$ cat src/rtl/ahb_master_arbiter.sv
// ---------------------------------------------------------------------------
// ahb_master_arbiter
//
// Two-master AHB-Lite arbiter that sits in front of the slave mux/decoder.
// Master 0 is the Cortex-M0 and master 1 is the DMA/debug master. The losing
// master is stalled through its own HREADY. Read data that arrives while its
// owner is stalled is parked in a holding register until that master sees
// HREADY high again. The slaves are zero-wait, so one address phase completes
// per cycle.
//
// Parameters:
//   MAX_HOLD     - max consecutive address phases given to one master while
//                  the other master is requesting
//   CPU_PRIORITY - 1: master 0 wins ties, 0: round-robin on ties
//
// Ports:
//   HCLK, HRESET              clock, synchronous active-high reset
//   H*_m0 / H*_m1 (in)        master-side address, control and write data
//   HREADY_m0/m1, HRDATA_m0/m1 (out) per-master ready and read data
//   HADDR..HWDATA (out)       muxed bus towards the slave mux
//   HRDATA (in)               read data from the slave mux
//   HMASTER (out)             owner of the current address phase
// ---------------------------------------------------------------------------
module ahb_master_arbiter #(
  parameter int MAX_HOLD     = 8,
  parameter int CPU_PRIORITY = 1
) (
  input  logic        HCLK,
  input  logic        HRESET,
  input  logic [31:0] HADDR_m0,
  input  logic [31:0] HADDR_m1,
  input  logic [1:0]  HTRANS_m0,
  input  logic [1:0]  HTRANS_m1,
  input  logic        HWRITE_m0,
  input  logic        HWRITE_m1,
  input  logic [2:0]  HSIZE_m0,
  input  logic [2:0]  HSIZE_m1,
  input  logic [2:0]  HBURST_m0,
  input  logic [2:0]  HBURST_m1,
  input  logic [3:0]  HPROT_m0,
  input  logic [3:0]  HPROT_m1,
  input  logic        HMASTLOCK_m0,
  input  logic        HMASTLOCK_m1,
  input  logic [31:0] HWDATA_m0,
  input  logic [31:0] HWDATA_m1,
  output logic        HREADY_m0,
  output logic        HREADY_m1,
  output logic [31:0] HRDATA_m0,
  output logic [31:0] HRDATA_m1,
  output logic [31:0] HADDR,
  output logic [1:0]  HTRANS,
  output logic        HWRITE,
  output logic [2:0]  HSIZE,
  output logic [2:0]  HBURST,
  output logic [3:0]  HPROT,
  output logic        HMASTLOCK,
  output logic [31:0] HWDATA,
  input  logic [31:0] HRDATA,
  output logic        HMASTER
);

  localparam int HW = $clog2(MAX_HOLD + 1);
  localparam logic [HW-1:0] HOLD_MAX = HW'(MAX_HOLD);

  logic          req_m0;
  logic          req_m1;
  logic          last_gnt;
  logic          gnt;
  logic          issued;
  logic          lock_keep;
  logic [HW-1:0] hold_cnt;
  logic          dph_valid;
  logic          dph_owner;
  logic          dph_write;
  logic          owner_ready;
  logic          rd_capture;
  logic          rhold_valid_m0;
  logic          rhold_valid_m1;
  logic [31:0]   rhold_data_m0;
  logic [31:0]   rhold_data_m1;

  assign req_m0 = HTRANS_m0[1];
  assign req_m1 = HTRANS_m1[1];

  // A locked owner keeps the bus only while it is still requesting; once the
  // lock drops the normal rules, including the hold limit, apply that cycle.
  assign lock_keep = last_gnt ? (HMASTLOCK_m1 && req_m1)
                              : (HMASTLOCK_m0 && req_m0);

  // Grant selection, evaluated in the same cycle as the requests.
  always_comb begin
    gnt = last_gnt;
    if (HRESET) begin
      gnt = 1'b0;
    end else if (lock_keep) begin
      gnt = last_gnt;
    end else if (req_m0 && !req_m1) begin
      gnt = 1'b0;
    end else if (req_m1 && !req_m0) begin
      gnt = 1'b1;
    end else if (req_m0 && req_m1) begin
      if (hold_cnt >= HOLD_MAX) begin
        gnt = ~last_gnt;
      end else if (CPU_PRIORITY != 0) begin
        gnt = 1'b0;
      end else begin
        gnt = ~last_gnt;
      end
    end
  end

  // The granted master always requests, so any request means an issue.
  assign issued = !HRESET && (req_m0 || req_m1);

  // Address/control follow the grant; write data follows the data-phase owner.
  always_comb begin
    HADDR     = gnt ? HADDR_m1     : HADDR_m0;
    HTRANS    = issued ? (gnt ? HTRANS_m1 : HTRANS_m0) : 2'b00;
    HWRITE    = gnt ? HWRITE_m1    : HWRITE_m0;
    HSIZE     = gnt ? HSIZE_m1     : HSIZE_m0;
    HBURST    = gnt ? HBURST_m1    : HBURST_m0;
    HPROT     = gnt ? HPROT_m1     : HPROT_m0;
    HMASTLOCK = gnt ? HMASTLOCK_m1 : HMASTLOCK_m0;
    HMASTER   = gnt;
    HWDATA    = dph_owner ? HWDATA_m1 : HWDATA_m0;
  end

  assign HREADY_m0 = HRESET || !req_m0 || (gnt == 1'b0);
  assign HREADY_m1 = HRESET || !req_m1 || (gnt == 1'b1);

  // Read data for a stalled owner must be parked, since that master will not
  // sample HRDATA until its HREADY goes high again.
  assign owner_ready = dph_owner ? HREADY_m1 : HREADY_m0;
  assign rd_capture  = dph_valid && !dph_write && !owner_ready;

  always_comb begin
    HRDATA_m0 = HRDATA;
    HRDATA_m1 = HRDATA;
    if (HRESET) begin
      HRDATA_m0 = '0;
      HRDATA_m1 = '0;
    end else begin
      if (rhold_valid_m0) HRDATA_m0 = rhold_data_m0;
      if (rhold_valid_m1) HRDATA_m1 = rhold_data_m1;
    end
  end

  // Grant history, hold counter, data-phase tracking and read holding regs.
  always_ff @(posedge HCLK) begin
    if (HRESET) begin
      last_gnt       <= 1'b0;
      hold_cnt       <= '0;
      dph_valid      <= 1'b0;
      dph_owner      <= 1'b0;
      dph_write      <= 1'b0;
      rhold_valid_m0 <= 1'b0;
      rhold_valid_m1 <= 1'b0;
      rhold_data_m0  <= '0;
      rhold_data_m1  <= '0;
    end else begin
      last_gnt <= gnt;
      if (!issued) begin
        hold_cnt <= '0;
      end else if (gnt != last_gnt) begin
        hold_cnt <= HW'(1);
      end else if (hold_cnt < HOLD_MAX) begin
        hold_cnt <= hold_cnt + 1'b1;
      end
      dph_valid <= issued;
      dph_owner <= gnt;
      dph_write <= HWRITE;
      if (rd_capture && !dph_owner) begin
        rhold_valid_m0 <= 1'b1;
        rhold_data_m0  <= HRDATA;
      end else if (HREADY_m0) begin
        rhold_valid_m0 <= 1'b0;
      end
      if (rd_capture && dph_owner) begin
        rhold_valid_m1 <= 1'b1;
        rhold_data_m1  <= HRDATA;
      end else if (HREADY_m1) begin
        rhold_valid_m1 <= 1'b0;
      end
    end
  end

endmodule

$ cat config.mk
export PLATFORM = sky130hd
export DESIGN_NAME = ahb_master_arbiter
export DESIGN_NICKNAME = d
export VERILOG_FILES = /design/src/rtl/ahb_master_arbiter.sv
export SDC_FILE = /design/constraint.sdc
export NUM_CORES = 1
export LEC_CHECK = 0
export ABC_AREA = 1
export CORE_ASPECT_RATIO = 0.7
export CORE_MARGIN = 2
export CORE_UTILIZATION = 32
export CTS_BUF_LIST = sky130_fd_sc_hd__clkbuf_16
export DETAILED_ROUTE_END_ITERATION = 12
export HOLD_SLACK_MARGIN = 0.15
export PLACE_DENSITY_LB_ADDON = 0.3
export SLEW_MARGIN = 10
export SYNTH_ARGS = -nofsm -noshare
export SYNTH_HDL_FRONTEND = slang
export SYNTH_SLANG_ARGS = --single-unit
$ cat constraint.sdc
create_clock -name HCLK -period 1.8 [get_ports HCLK]
set_clock_uncertainty 0.2 [all_clocks]
set_input_delay 0.36 -clock HCLK [delete_from_list [all_inputs] [get_ports HCLK]]
set_output_delay 0.36 -clock HCLK [all_outputs]
set_load 0.005 [all_outputs]
# Yosys cells after proc, flatten, opt, wreduce, memory -nomap -nowiden
# Index checks and enable logic that the tools add are counted.
# word_totals
input_bits	190
out_inout_bits	145
n_memories	0
regBits	73
wordCells	69
mem_bits_rw	0
mem_bits_ro	0
latch_bits	0
# op_classes
div	0
n_lt_le_gt_ge	2
n_bitwise	3
n_eq_ne	1
mux	27
n_addsub	1
n_shift	0
n_mul	0
reduce_logical	26
# op_table
operator	count
$mux W32	6
$mux W1	16
$logic_and A1 B1 Y1	10
$logic_not A1 Y1	6
$mux W3	2
$reduce_bool A2 Y1	3
$logic_or A1 B1 Y1	5
$add A4 B1 Y4 const B	1
$ge A4 B4 Y1 const B	1
$lt A4 B4 Y1 const B	1
$mux W2	2
$mux W4	1
$not A1 Y1	3
$reduce_or A3 Y1	1
$reduce_or A2 Y1	1
$ne A1 B1 Y1	1

# Longest topological paths before layout
# Gate-level depths: netlist of run 1.
# logic_depth
word_depth	14
depth_mapped	14
depth_no_buf	11

# Worst setup path before layout of run 1
# No wires, ideal clock.
# synth_timing
path_kind	reg-to-output
startpoint	register dph_owner (netlist name)
endpoint	output port HADDR[10]
path_buffers	3
arrival_time_ns	1.377
path_slack_ns	-0.137
path_stages_with_launch	11
required_ns	1.240
cell_sequence	dfxtp_1 -> buf_6 -> inv_4 -> nand3_1 -> nand2_1 -> nand2_2 -> nand2_4 -> buf_2 -> buf_1 -> nand2_1 -> nand2_1
# synth_lines
element	line_no	text
end: declaration	50	output logic [31:0] HADDR,

==> key figures, run 1 <==
Run status
  • Status: complete, but fails checks
  • Failing checks: setup timing

Power
  • Leak: around 5.7 nW
  • Sequential cell fraction of total power: between 20 and 30%
  • Sw Pwr: about 0.0016 W
  • Maximum VDD drop: roughly 0.00043 V
  • Internal: between 0.004 and 0.005 W
  • Tot Pwr: 0.00579 W
  • Cell area power density: between 400 and 500 nW/um^2
  • Clock power share: 35.7%
  • Sw Share: around 28%
  • Combinational cell fraction of total power: a little over a third

Floorplanning
  • # IOs: between 300 and 400
  • Die area: around 16000 sq um
  • DIE HEIGHT: 105 um
  • Starting Density: roughly a third
  • Core ar.: 14100 sq um
  • Die W: between 100 and 150 um
  • Rows: 36

Detailed routing
  • Routed len/inst: between 15 and 20 um
  • Vias post-DR: approximately 7700
  • Pre-antenna DRT Iters: 7
  • DRC: 0
  • Drt total wl: 29.8 mm
  • Detailed router's first-iteration violation count: about 510
  • Vias/cell: ~5
  • Antenna viol nets, final: 0

Critical path
  • Arrival time worst endpoint: 1840 ps
  • Crit Path Class: reg -> out
  • Worst Path Required: approximately 1200 ps
  • Critical path capture point type: output pin
  • Critical Path Fanout Max: 5
  • Startpoint Class: register

GRT
  • Vias in the first global route: 7358
  • Largest net degree at the start of global routing: 66
  • Initial antenna violation count: 3
  • Gr usage total: 31.3%
  • First-pass GRT wire length: between 30 and 40 mm
  • GRT overflow: 0

Clock network
  • Root Driver: clkbuf_16
  • Clock slew at reported path FFs: approximately 60 ps
  • Clock buffer depth: 2
  • Num Clock Sinks: 73
  • H-Tree Depth: 3
  • Total CTS buffers: 9
  • Skew-Pair Late Insertion Delay: 340 ps
  • TritonCTS clock tree: built
  • CTS Hold Bufs: 0

Placed design
  • Hpwl dp: ~15 mm
  • Final GP Congestion: 0.823
  • IO Port Bufs: roughly 330

Synth
  • Distinct cell type count after synthesis: 22
  • Syn Inst Count: about 860
  • Mapped Area: about 4700 sq um
  • Warnings, synthesis: 0
  • Count of state elements after synthesis: between 70 and 80
  • Post-synthesis sequential area ratio: between 30% and 40%
  • Post-Syn Nets: 1047
  • Synth Area per Inst: around 5.5 sq um

Timing
  • Least-Margin Pin Slew: roughly 370 ps
  • Worst slew margin: about 75%
  • Post-route setup slack: -602 ps
  • Setup violations, final: around 210
  • Max Clk Rate: ~420 MHz
  • Final hold vios: 0
  • RSZ-0062 raised after global routing: yes
  • Setup TNS: -72790 ps
  • Max-slew violations: 0
  • Fin crit period: 2400 ps
  • Fin crit share: 133%

Min path
  • Worst Hold Class: in -> reg

Finish
  • Layout cells sized above 1: approximately 43%
  • Most frequent cells in the layout: 267 x nand2_1, 203 x clkdlybuf4s50_1, 105 x buf_2
  • Nets: between 1500 and 2000
  • Most common cell after layout, fill and taps aside: nand2_1
  • # fillers: slightly below 900
  • Synth-to-layout area growth: 148%

Job
  • Max-Cap Viols: 0
[routing by layer]
metal	track usage, %	part of all wire (%)	vias up
met5	0	0	-
met4	12.3	5.7	0
met3	5.93	7.1	135
met2	58.5	52	416
met1	35.0	35	3589
li1	-	-	3563
[Yosys cell counts (all sizes together)]
library cell	number	area, sq um
ha	1	12.5
dfxtp	73	1460
buf	19	134
nand2	368	1400
nor2	135	509
o21ai	67	335
or2	2	12.5
nand3	6	30.0
a21oi	68	340
xor2	1	8.76
inv	75	284
nand4	2	18.8
clkbuf	39	146
[flip-flops by register name (all words and copies together), names as in the netlist]
| name | flops |
|---|---|
| rhold_data_m0 | 32 |
| rhold_data_m1 | 32 |
| hold_cnt | 4 |
| dph_owner | 1 |
| dph_valid | 1 |
| dph_write | 1 |
| rhold_valid_m0 | 1 |
| rhold_valid_m1 | 1 |
[power groups by stage]
stage	combinational, W	clock [W]	sequential (W)
after floorplan	0.000440	0	0.00169
after global placement	0.00155	0	0.00170
after detailed placement	0.00156	0	0.00170
after CTS	0.00185	0.00206	0.00166
after global routing	0.00218	0.00217	0.00166
final	0.00206	0.00206	0.00166
[cell families (layout without fill, tap and decap cells)]
logic type | count (synthesis) | in the layout | synth area share, %
and+or+nand+nor | 513 | 513 | 41.9
xor gates and xnor gates | 1 | 1 | 0.187
other | 0 | 3 | 0
buffers and inverters | 133 | 606 | 12.0
adders and majority gates | 1 | 1 | 0.267
AOI/OAI and AO/OA | 135 | 135 | 14.4
DFF | 73 | 73 | 31.2
[critical path, cell delays in order, from the launching register on]
cell	delay (ps)
dfxtp_4	360
inv_4	60
nand3_2	70
nand2_2	90
nand2_4	60
nand2_4	90
buf_12	120
inv_12	40
buf_12	120
buf_8	130
buf_12	120
nand2_4	60
nand2_4	50
buf_6	110
[layout make-up]
type                            count  area (sq um)  share of cell area [%]
Tap cell                          190           238                    2.04
Sequential cell                    73          1470                    12.7
Antenna cell                        3          7.51                  0.0644
Timing Repair Buffer              516          5420                    46.5
Clock buffer                        9           225                    1.93
Multi-Input combinational cell    650          3870                    33.2
Inverter                           75           304                    2.61
Clock inverter                      6           108                   0.924
[final timing paths]
| path | slack [ps] | endpoint | cells past startpoint | from |
|---|---|---|---|---|
| setup / recovery | -600 | HBURST[0] | 13 | dph_owner |
| hold / removal | 220 | rhold_data_m1[28] | 3 | HRDATA[28] |
| setup reg to reg | -590 | rhold_data_m1[7] | 17 | dph_owner |
| hold reg to reg | 290 | hold_cnt[3] | 2 | hold_cnt[2] |
[metrics by stage]
stage	utilization, %	area (sq um)	hold slack [ps]	instances	setup WS, ps
after floorplan	-	4690	232	856	-32.6
after global placement	61.0	8600	265	1384	-995
after detailed placement	61.0	8600	274	1384	-1000
after CTS	75.0	10600	216	1498	-589
after global routing	82.6	11600	235	1522	-670
final	82.6	11600	219	1522	-602
[timing repair]
| action | 4_1_cts | 5_1_grt |
|---|---|---|
| pin swaps | 30 | 73 |
| buffers inserted | 77 | 26 |
| endpoints found under the hold margin | 0 | 0 |
| setup endpoints to repair | 212 | 211 |
| cloned | 25 | 15 |
| gates resized for setup | 780 | 248 |
No activity file was read; power rests on OpenSTA's default activity.
==> inputs of run 2 (changes only) <==
Settings changed: CAP_MARGIN set to 20.
Clock period 1.8 ns to 2.1 ns, I/O delays scaled along.
==> key figures, run 2 (same netlist as run 1, synthesis figures left out) <==
Run status
  • Status: complete, but fails checks
  • Failing checks: setup timing

Clock network
  • Clock buffer depth: 2
  • TritonCTS clock tree: built
  • Skew-Pair Late Insertion Delay: roughly 330 ps
  • CTS Hold Bufs: 0
  • Num Clock Sinks: 73
  • Root Driver: clkbuf_16
  • Total CTS buffers: 9
  • Clock slew at reported path FFs: 70 ps
  • H-Tree Depth: 3

Placed design
  • DP Area: approximately 8600 sq um
  • Place WS: -915 ps
  • IO Port Bufs: ~330
  • Final GP Congestion: a little under 0.9
  • Hpwl dp: approximately 14 mm

Critical path
  • R2R Path End: rhold_data_m0[21]
  • Critical Path Fanout Max: 4
  • Arrival time worst endpoint: around 1700 ps
  • Critical path capture point type: output pin
  • Worst Path Required: ~1500 ps
  • Crit Path Class: reg -> out
  • Reg2reg path depth: 17
  • Startpoint Class: register
  • RR Startpoint: dph_owner
  • Register-to-register setup slack: -190 ps

GRT
  • GRT overflow: 0
  • Vias in the first global route: a little under 7000
  • First-pass GRT wire length: about 37 mm
  • Initial antenna violation count: 0
  • Gr usage total: a little under a third
  • Largest net degree at the start of global routing: 35

Min path
  • Worst Hold Class: in -> reg
  • Hold Path Stages: 3
  • Hold path start: HRDATA[8]
  • Worst Hold Path EP: rhold_data_m0[8]

Finish
  • ANT cells: 0
  • Most common cell after layout, fill and taps aside: nand2_1
  • Most frequent cells in the layout: 207 x nand2_1, 175 x clkdlybuf4s50_1, 112 x nand2_2
  • Largest registers: rhold_data_m0 (32), rhold_data_m1 (32), hold_cnt (4)
  • # fillers: between 1000 and 1500
  • Multi-input logic area: 3620 sq um
  • Design area: approximately 11000 sq um
  • Layout cells sized above 1: a little under two fifths
  • FF+latch area: ~1500 sq um
  • Synth-to-layout area growth: 132%
  • Nets: approximately 1500

Power
  • Cell area power density: about 430 nW/um^2
  • Maximum VDD drop: between 0.0004 and 0.0005 V
  • Leak: around 5.5 nW
  • Tot Pwr: around 0.0047 W

Detailed routing
  • Drt total wl: around 26 mm
  • Detailed router's first-iteration violation count: 354
  • Vias/cell: around 4.9
  • DRC: 0
  • Routed len/inst: ~18 um
  • Vias post-DR: roughly 7100
  • Pre-antenna DRT Iters: 5
  • Antenna viol nets, final: 0

Timing
  • Fin crit share: 111%
  • Final hold vios: 0
  • Max Clk Rate: roughly 430 MHz
  • RSZ-0062 raised after global routing: yes
  • Least-Margin Pin Slew: ~300 ps
  • Worst slew margin: around four fifths
  • Setup violations, final: 110
  • Fin crit period: 2340 ps
  • Post-route setup slack: -239 ps
  • Max-slew violations: 0
  • Hold Slack: ~210 ps

Floorplanning
  • DIE HEIGHT: between 100 and 150 um
  • Die W: 149 um
  • Core ar.: between 10000 and 15000 sq um
  • Rows: 36
  • # IOs: between 300 and 400
  • Die area: roughly 16000 sq um
  • Starting Density: around a third

Job
  • Max-Cap Viols: 0
-- run 2: cell types whose count changed in the layout (fill, tap and decap cells not counted), sizes merged --
cell	previous run	this run
buf	283	177
diode	3	0
clkinvlp	0	1
clkbuf	21	43
clkdlybuf4s15	0	10
clkdlybuf4s50	203	175
bufinv	3	2
dlymetal6s2s	7	33
bufbuf	2	3
clkinv	3	5
inv	75	74
dlygate4sd2	9	33
-- run 2: worst max-delay path: stages, from the launching register on --
cell	delay (ps)
dfxtp_4	360
inv_4	70
nand3_4	70
nand2_4	80
nand2_4	70
nand2_8	90
inv_8	50
buf_4	130
or2_4	230
o21ai_4	60
inv_2	60
buf_6	110
-- run 2: stage by stage --
step,TNS [ps],instances,utilization (%)
3_5_place_dp,-113320,1384,61.0
5_1_grt,-23020,1469,77.2
6_report,-13800,1469,77.2
2_1_floorplan,0,856,-
4_1_cts,-26570,1460,72.0
3_3_place_gp,-106440,1384,61.0
-- run 2: how the worst max path moves through the flow --
stage                 start   endpoint  slack [ps]  depth (start not counted)
2_1_floorplan  HMASTLOCK_m1  HADDR[10]         100                          8
3_3_place_gp         HRESET     HWRITE        -860                         10
3_5_place_dp         HRESET     HWRITE        -920                         10
4_1_cts           dph_owner     HWRITE        -280                         11
5_1_grt        HMASTLOCK_m0     HWRITE        -300                         12
6_report          dph_owner     HWRITE        -240                         11
-- run 2: cell type report --
type                    instances  share of cell area [%]
clock inverters                 7                   0.873
clock buffers                   9                    2.07
well taps                     190                    2.18
flip-flops and latches         73                    13.5
multi-input cells             650                    33.2
inverters                      75                    2.72
repair buffers                465                    45.4
-- run 2: metal layers --
metal  wire [um]  GRT usage, %
met5           0             0
met4         773          10.5
met3        1480          5.37
met2       13600          54.9
met1        9840          35.5
-- run 2: timing repair --
item	4_1_cts	5_1_grt
pin swaps	35	53
endpoints found under the setup margin	211	185
gates cloned	28	6
gates resized for setup	448	368
buffers inserted	34	13
-- run 2: power by group --
group	internal, W	switching, W	leakage, nW	total, W
clock network	0.00104	0.000638	0.155	0.00168
logic	0.000912	0.000667	4.79	0.00158
registers	0.00141	0.0000134	0.592	0.00142
==> inputs of run 3 (changes only) <==
Settings changed: PLACE_DENSITY set to 0.89, PLACE_DENSITY_LB_ADDON 0.3 to not set.
==> key figures, run 3 (same netlist as run 1, synthesis figures left out) <==
Detailed routing
  • Drt total wl: between 30 and 40 mm
  • DRC: 0
  • Vias post-DR: between 7000 and 8000
  • Vias/cell: around 5.2
  • Routed len/inst: about 21 um
  • Pre-antenna DRT Iters: 5
  • Antenna viol nets, final: 0
  • Detailed router's first-iteration violation count: 558

Clock network
  • TritonCTS clock tree: built
  • Clock buffer depth: 2
  • Total CTS buffers: 9
  • Num Clock Sinks: 73
  • Root Driver: clkbuf_16
  • Clock slew at reported path FFs: approximately 60 ps
  • Skew-Pair Late Insertion Delay: around 330 ps
  • H-Tree Depth: 3

Timing
  • Fin crit period: ~2400 ps
  • Fin crit share: 114%
  • Max-slew violations: 0
  • Worst slew margin: 77.9%
  • Least-Margin Pin Slew: between 300 and 400 ps
  • Post-route setup slack: -300 ps
  • Setup violations, final: 135
  • RSZ-0062 raised after global routing: yes
  • Max Clk Rate: approximately 420 MHz
  • Hold Slack: 270 ps
  • Final hold vios: 0

Critical path
  • Worst stage delay on the critical path: about 520 ps
  • Critical Path Fanout Max: 34
  • Startpoint Class: register
  • Critical path capture point type: output pin
  • Worst Path Required: ~1500 ps
  • Arrival time worst endpoint: about 1800 ps
  • Slowest CP cell: clkdlybuf4s50_1
  • Crit-path cells: inv_4 > buf_8 > nand2_1 > nand2_1 > clkdlybuf4s50_1
  • CP most frequent cell: nand2_1
  • Crit Path Class: reg -> out

Floorplanning
  • Die W: between 100 and 150 um
  • Starting Density: 33.3%
  • # IOs: between 300 and 400
  • Rows: 36
  • Die area: around 16000 sq um
  • Core ar.: 14100 sq um
  • DIE HEIGHT: approximately 110 um

Finish
  • # fillers: 896
  • Most common cell after layout, fill and taps aside: nand2_1
  • Multi-input logic area: around 3900 sq um
  • Largest registers: rhold_data_m0 (32), rhold_data_m1 (32), hold_cnt (4)
  • Synth-to-layout area growth: 138%
  • Nets: approximately 1500
  • Layout cells sized above 1: a little over two fifths
  • Most frequent cells in the layout: 204 x nand2_1, 186 x clkdlybuf4s50_1, 102 x nand2_2
  • FF+latch area: 1470 sq um

Run status
  • Status: complete, but fails checks
  • Failing checks: setup timing

GRT
  • First-pass GRT wire length: 42.5 mm
  • GRT overflow: 0
  • Gr usage total: a little over a third
  • Largest net degree at the start of global routing: 35
  • Initial antenna violation count: 7
  • Vias in the first global route: roughly 8000

Job
  • Max-Cap Viols: 0

Placed design
  • Final GP Congestion: just under 0.9
  • IO Port Bufs: 334
  • Hpwl dp: 15.7 mm

Power
  • Maximum VDD drop: about 0.00032 V
  • Tot Pwr: 0.00479 W
  • Leak: roughly 5.4 nW
  • Cell area power density: 430 nW/um^2

Min path
  • Worst Hold Class: in -> reg
[run 3: cell types whose count changed in the layout (fill, tap and decap cells not counted), moves of 11 or more]
cell	before	now
dlymetal6s2s_1	33	1
nor2_1	85	58
nor2_4	17	36
nand2_4	48	62
clkdlybuf4s50_1	175	186
[run 3: cell type report]
type | instances | share of cell area (%)
clock buffers | 9 | 2.02
repair buffers | 468 | 44.2
multi-input cells | 650 | 34.7
flip-flops and latches | 73 | 13.2
inverters | 75 | 2.71
diodes | 8 | 0.180
well taps | 190 | 2.13
clock inverters | 7 | 0.843
[run 3: power by group]
part           internal [W]  switching (W)
registers           0.00141      0.0000142
logic              0.000928       0.000762
clock network       0.00104       0.000636
[run 3: through the flow]
step	setup slack (ps)	cells	cell area [sq um]	setup TNS [ps]	utilization [%]
3_5_place_dp	-943	1378	8560	-123970	60.7
4_1_cts	-282	1471	10600	-24990	75.3
3_3_place_gp	-934	1378	8560	-121380	60.7
2_1_floorplan	96.3	856	4690	0	-
6_report	-300	1480	11100	-25710	79.0
5_1_grt	-384	1478	11100	-37080	79.0
[run 3: path summary, 6_finish.rpt]
check	startpoint	to	slack (ps)	cells after the start
setup / recovery	dph_owner	HWDATA[18]	-300	5
hold / removal	HRDATA[25]	rhold_data_m0[25]	270	3
setup reg to reg	dph_owner	rhold_data_m1[20]	-280	18
hold reg to reg	hold_cnt[2]	hold_cnt[2]	290	2
[run 3: worst max-delay path: cells and delay by family (launching register included)]
kind / cells / cell delay, ps
buf+inv: 3 / 810
flops: 1 / 360
simple gates: 2 / 270
[run 3: routing by layer]
metal / vias to the layer above / track usage [%] / share of wire [%]
met1: 3509 / 39.5 / 35
met4: 2 / 20.1 / 6.5
met2: 525 / 61.5 / 49
li1: 3489 / - / -
met5: - / 0 / 0.036
met3: 174 / 9.31 / 9.6
[run 3: repair_timing]
item,in CTS,in global routing
endpoints found under the setup margin,211,189
setup buffers,42,16
hold buffers,0,0
pin swaps,32,64
cloned,37,2
gates resized for setup,586,350
